[src/rtl/lif_neuron_array.sv]
`default_nettype none
// ============================================================================
// Module   : lif_neuron_array
// Purpose  : Time-multiplexed bank of leaky integrate-and-fire neurons that
//            share one read-modify-write update datapath. Each accepted sample
//            updates one addressed neuron, and spikes leave as indexed events.
// Config   : LIF_REFRACTORY_EN adds a per-neuron refractory counter.
// Revision : 1.0 - initial release
// ============================================================================
module lif_neuron_array #(
    parameter int N_NEURONS  = 16,
    parameter int IDX_W      = 4,
    parameter int IN_W       = 8,
    parameter int POT_W      = 12,
    parameter int LEAK_SHIFT = 1,
    parameter int REFRACT    = 2
) (
    input  logic             clk,
    input  logic             reset,
    input  logic             i_clear,
    input  logic [POT_W-1:0] i_threshold,
    input  logic             i_in_valid,
    output logic             o_in_ready,
    input  logic [IDX_W-1:0] i_in_idx,
    input  logic [IN_W-1:0]  i_in_current,
    output logic             o_spike_valid,
    output logic [IDX_W-1:0] o_spike_idx,
    output logic [15:0]      o_spike_count
);

    localparam logic [0:0]       ST_RUN    = 1'b0;
    localparam logic [0:0]       ST_CLEAR  = 1'b1;
    localparam logic [IDX_W-1:0] c_last    = IDX_W'(N_NEURONS - 1);
    localparam logic [15:0]      c_cnt_max = 16'hFFFF;

    logic [0:0]       r_state;
    logic [IDX_W-1:0] r_ptr;
    logic [POT_W-1:0] r_pot [N_NEURONS];
    logic             r_spike_valid;
    logic [IDX_W-1:0] r_spike_idx;
    logic [15:0]      r_spike_count;

    logic             w_accept;
    logic             w_idx_ok;
    logic             w_refr_busy;
    logic             w_do_update;
    logic             w_fire;
    logic [POT_W-1:0] w_pot_cur;
    logic [POT_W-1:0] w_leaked;
    logic [POT_W:0]   w_sum;
    logic [POT_W-1:0] w_next_pot;

    assign o_in_ready = (r_state == ST_RUN) && !i_clear;
    assign w_accept   = i_in_valid && o_in_ready;
    assign w_idx_ok   = (32'(i_in_idx) < 32'(N_NEURONS));

    // Stored potential is read combinationally, so a back-to-back sample to
    // the same neuron always sees the value written on the previous edge.
    assign w_pot_cur   = r_pot[i_in_idx];
    assign w_leaked    = w_pot_cur >> LEAK_SHIFT;
    assign w_sum       = {1'b0, w_leaked} + (POT_W + 1)'(i_in_current);
    assign w_next_pot  = w_sum[POT_W] ? {POT_W{1'b1}} : w_sum[POT_W-1:0];
    assign w_do_update = w_accept && w_idx_ok && !w_refr_busy;
    // Firing looks at the potential before this sample; its current is dropped.
    assign w_fire      = (w_pot_cur >= i_threshold);

`ifdef LIF_REFRACTORY_EN
    localparam int         c_refr_w    = $clog2(REFRACT + 1);
    localparam logic [c_refr_w-1:0] c_refr_load = c_refr_w'(REFRACT);

    logic [c_refr_w-1:0] r_refr [N_NEURONS];

    assign w_refr_busy = (r_refr[i_in_idx] != '0);

    // Refractory counters: loaded on a spike, count down only on samples
    // addressed to their own neuron, wiped by the clear sweep.
    always_ff @(posedge clk or posedge reset) begin
        if (reset) begin
            for (int k = 0; k < N_NEURONS; k++) begin
                r_refr[k] <= '0;
            end
        end else if (r_state == ST_CLEAR) begin
            r_refr[r_ptr] <= '0;
        end else if (w_accept && w_idx_ok) begin
            if (w_refr_busy) begin
                r_refr[i_in_idx] <= r_refr[i_in_idx] - 1'b1;
            end else if (w_fire) begin
                r_refr[i_in_idx] <= c_refr_load;
            end
        end
    end
`else
    // Without counters a neuron is never busy; a negative length cannot occur.
    assign w_refr_busy = (REFRACT < 0);
`endif

    // Potential array: zeroed one entry per cycle while sweeping, otherwise
    // updated for the addressed neuron (reset on fire, leak+integrate if not).
    always_ff @(posedge clk or posedge reset) begin
        if (reset) begin
            for (int k = 0; k < N_NEURONS; k++) begin
                r_pot[k] <= '0;
            end
        end else if (r_state == ST_CLEAR) begin
            r_pot[r_ptr] <= '0;
        end else if (w_do_update) begin
            r_pot[i_in_idx] <= w_fire ? '0 : w_next_pot;
        end
    end

    // Control: run/clear sequencing, registered spike event and saturating count.
    always_ff @(posedge clk or posedge reset) begin
        if (reset) begin
            r_state       <= ST_RUN;
            r_ptr         <= '0;
            r_spike_valid <= 1'b0;
            r_spike_idx   <= '0;
            r_spike_count <= '0;
        end else begin
            r_spike_valid <= 1'b0;
            case (r_state)
                ST_RUN: begin
                    if (i_clear) begin
                        r_state       <= ST_CLEAR;
                        r_ptr         <= '0;
                        r_spike_count <= '0;
                    end else if (w_do_update && w_fire) begin
                        r_spike_valid <= 1'b1;
                        r_spike_idx   <= i_in_idx;
                        if (r_spike_count != c_cnt_max) begin
                            r_spike_count <= r_spike_count + 16'd1;
                        end
                    end
                end
                ST_CLEAR: begin
                    if (r_ptr == c_last) begin
                        r_state <= ST_RUN;
                    end
                    r_ptr <= r_ptr + 1'b1;
                end
                default: r_state <= ST_RUN;
            endcase
        end
    end

    assign o_spike_valid = r_spike_valid;
    assign o_spike_idx   = r_spike_idx;
    assign o_spike_count = r_spike_count;

endmodule
`default_nettype wire
[config.mk]
export PLATFORM = sky130hd
export DESIGN_NAME = lif_neuron_array
export DESIGN_NICKNAME = d
export VERILOG_FILES = /design/src/rtl/lif_neuron_array.sv
export SDC_FILE = /design/constraint.sdc
export NUM_CORES = 1
export LEC_CHECK = 0
export BUFFER_PORTS_ARGS = -buffer_cell sky130_fd_sc_hd__buf_2
export CAP_MARGIN = 20
export CORE_MARGIN = 5
export CORE_UTILIZATION = 45
export CTS_CLUSTER_DIAMETER = 30
export DETAILED_ROUTE_END_ITERATION = 10
export SLEW_MARGIN = 15
export SYNTH_ARGS = -nofsm -noshare
export SYNTH_HDL_FRONTEND = slang
export SYNTH_SLANG_ARGS = --single-unit
[constraint.sdc]
create_clock -name clk -period 19.6 [get_ports clk]
set_input_delay 2.94 -clock clk [delete_from_list [all_inputs] [get_ports clk]]
set_output_delay 2.94 -clock clk [all_outputs]
set_load 0.01 [all_outputs]
==> impl_metrics.env, run 1 <==
export IMPL_synth_nets=956
export IMPL_cts_resized=0
export IMPL_tns_ps=0
export IMPL_drv_cap=0
export IMPL_die_area_um2=27300
export IMPL_worstHoldPathCells=1
export IMPL_hp_class="reg -> reg"
export IMPL_period_share=0.374
export IMPL_fin_cells=1315
export IMPL_drt_iter0_drc=892
export IMPL_finClkSkew_ps=23.4
export IMPL_start_util=0.459
export IMPL_cts_buffer_depth=3
export IMPL_cp_max_fo=45
export IMPL_crit_end="o_spike_count[5]"
export IMPL_yosys_most_used_dff="dfrtp_1"
export IMPL_synth_edff_count=0
export IMPL_worst_ep_required_time_ps=20060
export IMPL_p_per_area_nw_per_um2=118
export IMPL_synth_common_cells="dfrtp_1 (218), a22o_1 (85), nand3_1 (65)"
export IMPL_setup_viol=0
export IMPL_slew_headroom=0.265
export IMPL_ios=50
export IMPL_ctsHoldBuffers=0
export IMPL_fin_crit_ps=7340
export IMPL_overflow=0
export IMPL_yosysUniqueCellTypes=64
export IMPL_ys_ff_latch=218
export IMPL_power_mw=1.54
export IMPL_crit_arrival_ps=7800
export IMPL_cts_post_setup_buffers_inserted=0
export IMPL_final_util=0.555
export IMPL_finalHoldViolations=0
export IMPL_placed_cells=1225
export IMPL_synthCells=902
export IMPL_hpwl_um=20500
export IMPL_htreeDepth=2
export IMPL_ant_nets=0
export IMPL_grt_max_degree=89
export IMPL_yosys_top_cells_area="dfrtp_1 (50%), mux4_2 (12%), a22o_1 (6.9%), nand3_1 (3.0%), ha_1 (2.9%)"
export IMPL_synth_top_area_cell="dfrtp_1"
export IMPL_ys_warn_count=0
export IMPL_antenna_found_initial=1
export IMPL_finalMaxSlewViolations=0
export IMPL_synth_seq_area_share=0.504
export IMPL_cts_buffers_inserted=48
export IMPL_leakagePower_nw=6.18
export IMPL_drive_gt1_frac=0.239
export IMPL_regToRegStartpoint="r_pot[2]"
export IMPL_wire_per_inst_um=25.2
export IMPL_r2r_cells=11
export IMPL_reg2reg_to="o_spike_count[5]"
export IMPL_worstMarginPinSlew_ps=1100
export IMPL_critPathKind="in -> reg"
export IMPL_ir_drop_mv=0.0653
export IMPL_yosysMostFrequentCell="dfrtp_1"
export IMPL_grt_pass1_vias=8330
export IMPL_max_freq_mhz=136
export IMPL_fin_nets=1011
export IMPL_areaGrowthSynthToFinish_pct=21.1
export IMPL_track_usage=0.251
export IMPL_grt_pass1_wl_um=51200
export IMPL_die_y_um=165
export IMPL_cts_sinks=218
export IMPL_path_clk_slew_ps=50
export IMPL_core_um2=23600
export IMPL_synth_top_area_frac=0.504
export IMPL_drt_first_pass_iters=5
export IMPL_syn_area_per_cell_um2=12.0
export IMPL_routed_wl_um=33100
export IMPL_synth_area_um2=10800
export IMPL_die_w_um=165
export IMPL_gp_congestion=0.858
export IMPL_drcViolationCount=0
export IMPL_route_vias_total=8240
export IMPL_rows=56
export IMPL_crit_path_start_kind="input pin"
export IMPL_cts_tree="built"
export IMPL_rrSetupSlack_ps=15460
export IMPL_rsz0062_at_grt="false"
export IMPL_startpoint="i_in_idx[0]"
export IMPL_critPathCaptureType="flip-flop"
export IMPL_cts_root_buf="clkbuf_16"
export IMPL_synthArstFlopShare=1.00
export IMPL_status="finished, final reports clean"
export IMPL_io_buffers=49
export IMPL_worstSkewPairLatency_ps=540
export IMPL_via_per_inst=6.27
[sequential cells by signal, indices dropped and copies added (netlist names)]
register and count:
o_spike_idx 4, r_ptr 4, o_spike_count 16, r_state 1, o_spike_valid 1, r_pot 192
[stage by stage]
step | setup WS, ps | instance area, µm² | hold slack (ps)
2_1_floorplan | 10700 | 10800 | 453
3_3_place_gp | 11740 | 11400 | 469
3_5_place_dp | 11770 | 11400 | 477
4_1_cts | 12310 | 13100 | 492
5_1_grt | 11950 | 13100 | 500
6_report | 12260 | 13100 | 490
[layer usage]
metal  share of wire  wire length, µm  up-vias  track usage
met2            0.47            15700      348        0.398
met3           0.082             2700       50       0.0573
li1                -                -     3591            -
met5               0                0        -            0
met1            0.42            14100     4251        0.350
met4           0.019              619        0       0.0669
[critical path: stages]
cell and delay [ps]:
buf_4 310, buf_4 720, mux4_2 590, mux4_2 540, ha_1 320, nand2_1 50, o21ai_0 280, a21oi_1 190
o21ai_1 170, buf_4 260, nand4_1 540, or4_1 670, a21oi_1 160
[cells in the final DEF (no fill, tap or decap), types with 5 or more instances in the layout]
| cell | instances |
|---|---|
| a21oi_2 | 6 |
| o21a_1 | 6 |
| nor2_1 | 46 |
| a32o_1 | 29 |
| a22o_1 | 85 |
| clkinv_2 | 11 |
| o21ai_1 | 8 |
| o31ai_1 | 8 |
| clkbuf_8 | 7 |
| and2_1 | 13 |
| nand4_1 | 8 |
| nand3_1 | 65 |
| o21ai_0 | 54 |
| nand2_1 | 39 |
| nor2b_1 | 11 |
| clkbuf_1 | 6 |
| xnor2_1 | 5 |
| mux2_2 | 5 |
| inv_1 | 20 |
| a21oi_1 | 26 |
| buf_4 | 21 |
| nor3_1 | 9 |
| mux2i_1 | 26 |
| bufinv_16 | 7 |
| clkbuf_16 | 50 |
| ha_1 | 25 |
| buf_2 | 48 |
| dfrtp_1 | 218 |
| mux4_2 | 58 |
[worst min-delay path by stage]
| stage | startpoint | to | slack [ps] |
|---|---|---|---|
| after floorplan | r_pot[47] | r_pot[47] | 450 |
| after global placement | r_pot[7] | r_pot[7] | 470 |
| after global routing | r_pot[158] | r_pot[158] | 500 |
| after detailed placement | r_pot[2] | r_pot[2] | 480 |
| final | r_pot[130] | r_pot[130] | 490 |
| after CTS | r_pot[130] | r_pot[130] | 490 |
[power breakdown]
group	internal, mW	switching, mW
logic	0.0641	0.145
clock network	0.580	0.256
registers	0.478	0.0197
total	1.12	0.421
[cell families after synthesis]
logic type,share of synthesized area
AND/OR/NAND/NOR,0.106
multiplexers,0.150
flip-flops,0.504
AO/OA/AOI/OAI,0.169
XOR/XNOR,0.00786
buffers and inverters,0.0334
adder cells (fa/ha/maj),0.0307
[cell type report]
cell class / count / area, µm²
Antenna cell: 1 / 2.50
Sequential cell: 218 / 5460
Multi-Input combinational cell: 597 / 5050
Clock buffer: 63 / 1370
Inverter: 22 / 90.1
Timing Repair Buffer: 70 / 409
Clock inverter: 25 / 330
Tap cell: 319 / 399
Fill cell: 2013 / 10500
No activity file was read; power rests on OpenSTA's default activity.
==> run 2, diff against run 1 <==
--- a/config.mk
+++ b/config.mk
@@ -5,6 +5,7 @@
 export SDC_FILE = /design/constraint.sdc
 export NUM_CORES = 1
 export LEC_CHECK = 0
+export ABC_AREA = 1
 export BUFFER_PORTS_ARGS = -buffer_cell sky130_fd_sc_hd__buf_2
 export CAP_MARGIN = 20
 export CORE_MARGIN = 5
==> constraint.sdc (replaced) <==
create_clock -name clk -period 6.56 [get_ports clk]
set_input_delay 0.984 -clock clk [delete_from_list [all_inputs] [get_ports clk]]
set_output_delay 0.984 -clock clk [all_outputs]
set_load 0.01 [all_outputs]
==> run 2 against run 1 <==
Net effect:
- first-iteration DRC count increased by 82%
- design area increased by 14%
- worst setup slack got worse by 11000 ps
- critical endpoint is now r_pot[45]
- largest cell class is now multi-input combinational cells
==> impl_metrics.env, run 2 <==
export IMPL_cts_resized=0
export IMPL_hp_class="in -> async"
export IMPL_track_usage=0.302
export IMPL_ys_ff_latch=218
export IMPL_fin_crit_ps=5260
export IMPL_die_area_um2=30800
export IMPL_crit_arrival_ps=5720
export IMPL_synth_top_family_by_area="compound AO/OA/AOI/OAI gates"
export IMPL_cts_post_setup_buffers_inserted=0
export IMPL_cts_buffers_inserted=58
export IMPL_swShare=0.403
export IMPL_grt_max_degree=147
export IMPL_ios=50
export IMPL_largest_register_ffs=192
export IMPL_period_share=0.802
export IMPL_cts_sinks=218
export IMPL_slowest_stage="or4_1"
export IMPL_synth_simple_area_share=0.204
export IMPL_wire_per_inst_um=23.6
export IMPL_ant_nets=0
export IMPL_yosysUniqueCellTypes=42
export IMPL_layout_commonest_cell="nand2_1"
export IMPL_max_stage_delay_ps=580
export IMPL_synth_top_area_frac=0.443
export IMPL_slew_headroom=0.260
export IMPL_cts_root_buf="clkbuf_16"
export IMPL_via_per_inst=6.25
export IMPL_grt_pass1_wl_um=72600
export IMPL_clockPowerShare=0.362
export IMPL_synthCells=1578
export IMPL_synth_common_cells="nand2_1 (250), dfrtp_1 (218), a21oi_1 (214)"
export IMPL_final_cell_mix="nand2_1 (250), dfrtp_1 (217), a21oi_1 (214)"
export IMPL_critPathCaptureType="flip-flop"
export IMPL_drcViolationCount=0
export IMPL_synth_compound_gate_area_share=0.245
export IMPL_regToRegStartpoint="r_pot[51]"
export IMPL_regMostFlops="r_pot"
export IMPL_rrSetupSlack_ps=2250
export IMPL_synth_seq_area_share=0.443
export IMPL_path_buf_inv=4
export IMPL_synth_area_um2=12300
export IMPL_comb_power_share=0.341
export IMPL_ir_drop_mv=0.308
export IMPL_finalMaxSlewViolations=0
export IMPL_synth_edff_count=0
export IMPL_drt_first_pass_iters=5
export IMPL_synthArstFlopShare=1.00
export IMPL_yosysMostFrequentCell="nand2_1"
export IMPL_fin_cells=2028
export IMPL_wl_met1_um=20300
export IMPL_ys_warn_count=0
export IMPL_path_clk_slew_ps=40
export IMPL_max_freq_mhz=190
export IMPL_die_w_um=175
export IMPL_cts_tree="built"
export IMPL_antenna_found_initial=1
export IMPL_finalHoldViolations=0
export IMPL_crit_top_cell="nand2_1"
export IMPL_rows=60
export IMPL_intPower_mw=4.76
export IMPL_reg2reg_to="r_pot[45]"
export IMPL_yosys_top_cells_area="dfrtp_1 (44%), a21oi_1 (8.7%), nand2_1 (7.6%), nor2_1 (5.6%), a22oi_1 (5.3%)"
export IMPL_fin_nets=1693
export IMPL_routed_wl_um=47900
export IMPL_syn_area_per_cell_um2=7.81
export IMPL_areaGrowthSynthToFinish_pct=21.1
export IMPL_drt_iter0_drc=1621
export IMPL_worstSkewPairLatency_ps=560
export IMPL_r2r_cells=14
export IMPL_cp_cell_sequence="buf_2, nand2_2, inv_2, buf_4, a22oi_1, a21oi_1, or4_1, ha_1, a21oi_1, nand2_1, nand2_1, nand3_1, nand3_1, nand2_1, buf_4, nand2_1, nand3_1, o21ai_0"
export IMPL_synthAdderAreaFrac=0.0270
export IMPL_wl_met3_um=4960
export IMPL_leakagePower_nw=6.68
export IMPL_worstMarginPinSlew_ps=1100
export IMPL_setup_viol=0
export IMPL_placed_cells=1920
export IMPL_synth_xor_area_frac=0.00853
export IMPL_status="finished, final reports clean"
export IMPL_synth_nets=1632
export IMPL_start_util=0.457
export IMPL_cts_buffer_depth=3
export IMPL_drive_gt1_frac=0.139
export IMPL_p_per_area_nw_per_um2=535
export IMPL_tns_ps=0
export IMPL_critPathKind="in -> reg"
export IMPL_route_vias_total=12700
export IMPL_crit_path_start_kind="input pin"
export IMPL_drv_cap=0
export IMPL_die_y_um=175
export IMPL_worst_ep_required_time_ps=7020
export IMPL_synthMuxAreaShare=0
export IMPL_gp_congestion=0.967
export IMPL_cp_max_fo=21
export IMPL_synth_top_area_cell="dfrtp_1"
export IMPL_io_buffers=49
export IMPL_hpwl_um=32400
export IMPL_yosys_most_used_dff="dfrtp_1"
export IMPL_core_um2=27000
export IMPL_critPathTopFamily="simple AND/OR/NAND/NOR gates"
export IMPL_p_switching_mw=3.21
export IMPL_grt_pass1_vias=12000
export IMPL_finClkSkew_ps=24.3
export IMPL_p_seq_frac=0.298
export IMPL_overflow=0
export IMPL_htreeDepth=2
export IMPL_wl_met2_um=20800
export IMPL_rsz0062_at_grt="false"
export IMPL_ctsHoldBuffers=0
export IMPL_highest_layer="met5"
[run 2: power by group through the flow]
stage	sequential, mW	clock, mW	combinational [mW]
after floorplan	2.20	0	1.84
after global placement	2.36	0	2.58
after detailed placement	2.36	0	2.63
after CTS	2.35	2.90	2.65
after global routing	2.43	2.98	2.96
final	2.37	2.89	2.72
[run 2: worst max-delay path by stage]
| stage | from | depth (start not counted) | slack [ps] | end |
|---|---|---|---|---|
| floorplan | i_in_idx[0] | 21 | 2400 | o_spike_count[8] |
| global placement | i_in_idx[0] | 18 | 1130 | r_pot[45] |
| detailed placement | i_in_idx[0] | 18 | 1140 | r_pot[45] |
| CTS | i_in_idx[0] | 18 | 1630 | r_pot[45] |
| global route | i_in_idx[0] | 18 | 1300 | r_pot[45] |
| finish | i_in_idx[0] | 18 | 1300 | r_pot[45] |
[run 2: cell families after synthesis]
group	after synthesis
buffers and inverters	225
AO/OA/AOI/OAI	514
adder cells (fa/ha/maj)	26
AND/OR/NAND/NOR	583
XOR/XNOR	12
flip-flops	218
[run 2: through the flow]
step	total power, mW	cell area, µm²	util	hold WS, ps	worst slack, ps
finish	7.98	14900	0.553	487	1300
global route	8.37	14900	0.553	530	1300
detailed placement	4.99	12900	0.479	492	1140
global placement	4.94	12900	0.479	479	1130
CTS	7.90	14900	0.553	499	1630
floorplan	4.04	12300	-	453	2400
[run 2: final cells by class]
| cell class | instances | area [µm²] |
|---|---|---|
| Fill cell | 2504 | 12000 |
| Inverter | 147 | 556 |
| Sequential cell | 218 | 5460 |
| Clock buffer | 68 | 1580 |
| Antenna cell | 1 | 2.50 |
| Clock inverter | 39 | 435 |
| Multi-Input combinational cell | 1135 | 5960 |
| Tap cell | 341 | 427 |
| Timing Repair Buffer | 79 | 495 |
[run 2: metal layers]
layer / vias to the layer above / track usage
met4: 2 / 0.111
met2: 749 / 0.457
met5: - / 0
met1: 6124 / 0.421
li1: 5670 / -
met3: 129 / 0.0749
==> run 3, diff against run 2 <==
==> constraint.sdc (replaced) <==
create_clock -name clk -period 4.65 [get_ports clk]
set_input_delay 0.6975 -clock clk [delete_from_list [all_inputs] [get_ports clk]]
set_output_delay 0.6975 -clock clk [all_outputs]
set_load 0.01 [all_outputs]
==> run 3 against run 2 <==
Net effect:
- design area rose by 2.1%
- largest cell class unchanged
- highest routed layer is now met4
- worst hold slack got worse by 190 ps
- first-iteration DRC count is 1.2% higher
==> impl_metrics.env, run 3 (synthesized netlist as in run 2, its figures left out) <==
export IMPL_hp_class="in -> async"
export IMPL_drt_iter0_drc=1641
export IMPL_slew_headroom=0.396
export IMPL_rrSetupSlack_ps=1110
export IMPL_cts_buffers_inserted=57
export IMPL_drcViolationCount=0
export IMPL_hpwl_um=32500
export IMPL_grt_pass1_vias=12100
export IMPL_finalHoldViolations=0
export IMPL_path_clk_slew_ps=40
export IMPL_crit_path_start_kind="input pin"
export IMPL_die_y_um=175
export IMPL_largest_register_ffs=192
export IMPL_max_stage_delay_ps=600
export IMPL_finish_instance_area_um2=15200
export IMPL_path_buf_inv=7
export IMPL_critPathKind="in -> reg"
export IMPL_track_usage=0.297
export IMPL_cts_buffer_depth=3
export IMPL_fin_crit_ps=4050
export IMPL_via_per_inst=6.13
export IMPL_antenna_found_initial=0
export IMPL_htreeDepth=2
export IMPL_worst_ep_required_time_ps=5130
export IMPL_diodes=0
export IMPL_io_buffers=49
export IMPL_slowest_stage="inv_2"
export IMPL_tns_ps=0
export IMPL_final_cell_mix="nand2_1 (250), dfrtp_1 (217), a21oi_1 (214)"
export IMPL_power_mw=11.4
export IMPL_setup_viol=0
export IMPL_leakagePower_nw=6.87
export IMPL_cts_tree="built"
export IMPL_cts_sinks=218
export IMPL_place_area_um2=13200
export IMPL_critPathTopFamily="buffers and inverters"
export IMPL_overflow=0
export IMPL_worstMarginPinSlew_ps=898
export IMPL_finClkSkew_ps=27.3
export IMPL_cp_cell_sequence="buf_2, inv_2, nand2_2, inv_2, a22oi_1, a21oi_1, a2111o_1, ha_1, inv_1, nor2_1, o21bai_1, nand2_1, nand3_1, nand4_2, clkinv_1, buf_12, nand3_1, buf_4, o21ai_0"
export IMPL_wire_per_inst_um=22.7
export IMPL_worstSkewPairLatency_ps=570
export IMPL_fin_cells=2053
export IMPL_status="finished, final reports clean"
export IMPL_regMostFlops="r_pot"
export IMPL_rsz0062_at_grt="false"
export IMPL_gp_congestion=1.01
export IMPL_routed_wl_um=46500
export IMPL_nFillCells=2474
export IMPL_drive_gt1_frac=0.151
export IMPL_max_freq_mhz=247
export IMPL_route_vias_total=12600
export IMPL_period_share=0.872
export IMPL_critPathCaptureType="flip-flop"
export IMPL_ant_nets=0
export IMPL_fin_nets=1722
export IMPL_grt_max_degree=120
export IMPL_layout_commonest_cell="nand2_1"
export IMPL_areaGrowthSynthToFinish_pct=23.6
export IMPL_drt_first_pass_iters=6
export IMPL_p_per_area_nw_per_um2=747
export IMPL_ios=50
export IMPL_ctsHoldBuffers=0
export IMPL_ir_drop_mv=0.434
export IMPL_cts_post_setup_buffers_inserted=0
export IMPL_finalMaxSlewViolations=0
export IMPL_cts_resized=0
export IMPL_grt_pass1_wl_um=71900
export IMPL_crit_arrival_ps=4530
export IMPL_die_area_um2=30800
export IMPL_start_util=0.457
export IMPL_rows=60
export IMPL_cp_max_fo=32
export IMPL_cts_root_buf="clkbuf_16"
export IMPL_placed_cells=1949
export IMPL_core_um2=27000
export IMPL_drv_cap=0
export IMPL_die_w_um=175
==> run 3: changes by cell type in the layout (fill, tap and decap cells not counted), moves of 3 or more <==
cell and delta:
buf_12 +5, buf_4 +25, clkbuf_1 +3, clkbuf_8 +5
clkinv_2 -4, clkinvlp_4 -6
==> run 3: power by group <==
part	leakage (nW)	total [mW]	internal, mW	switching [mW]
Clock	1.01	4.12	2.93	1.19
Combinational	3.12	3.94	1.33	2.61
Sequential	2.73	3.32	2.66	0.654
==> run 3: layout make-up <==
| cell class | instances | area [µm²] | area share |
|---|---|---|---|
| multi-input combinational | 1135 | 5970 | 0.392 |
| tap | 341 | 427 | 0.0280 |
| timing repair buffer | 109 | 783 | 0.0514 |
| clock buffer | 75 | 1640 | 0.107 |
| clock inverter | 28 | 404 | 0.0265 |
| inverter | 147 | 556 | 0.0365 |
| sequential | 218 | 5460 | 0.358 |
==> run 3: final timing paths <==
path | startpoint | endpoint | cells after the start
worst max-delay path | i_in_idx[1] | r_pot[86] | 19
worst min-delay path | reset | r_pot[125] | 3
worst max register to register | r_pot[175] | r_pot[86] | 14
worst min register to register | o_spike_idx[0] | o_spike_idx[0] | 2
max in group asynchronous | reset | o_spike_count[7] | 3
min in group clk | o_spike_idx[0] | o_spike_idx[0] | 2
==> run 3: through the flow <==
step                      setup slack [ps]  utilization  hold slack, ps
after floorplan                        773            -             453
after global placement                 212        0.489             463
after detailed placement               171        0.489             468
after CTS                              726        0.565             367
after global routing                   441        0.565             377
final                                  596        0.565             297
==> run 3: worst reg2reg max path, stage by stage (launching register included) <==
cell and delay, ps:
dfrtp_1 400, nand2_1 90, nand2_1 60, o21ai_0 520
nand4_1 350, ha_1 390, a21oi_1 110, o21ai_0 90
nand2_1 80, nand4_2 310, clkinv_1 220, buf_12 170
nand3_1 240, buf_4 270, o21ai_0 150
==> run 3: per-layer routing <==
layer	global-route usage	routed length, µm	part of all wire	up-vias
li1	-	-	-	5713
met1	0.427	20100	0.43	6010
met2	0.448	20200	0.43	740
met3	0.0603	4480	0.096	127
met4	0.103	1830	0.039	0
met5	0	0	0	-
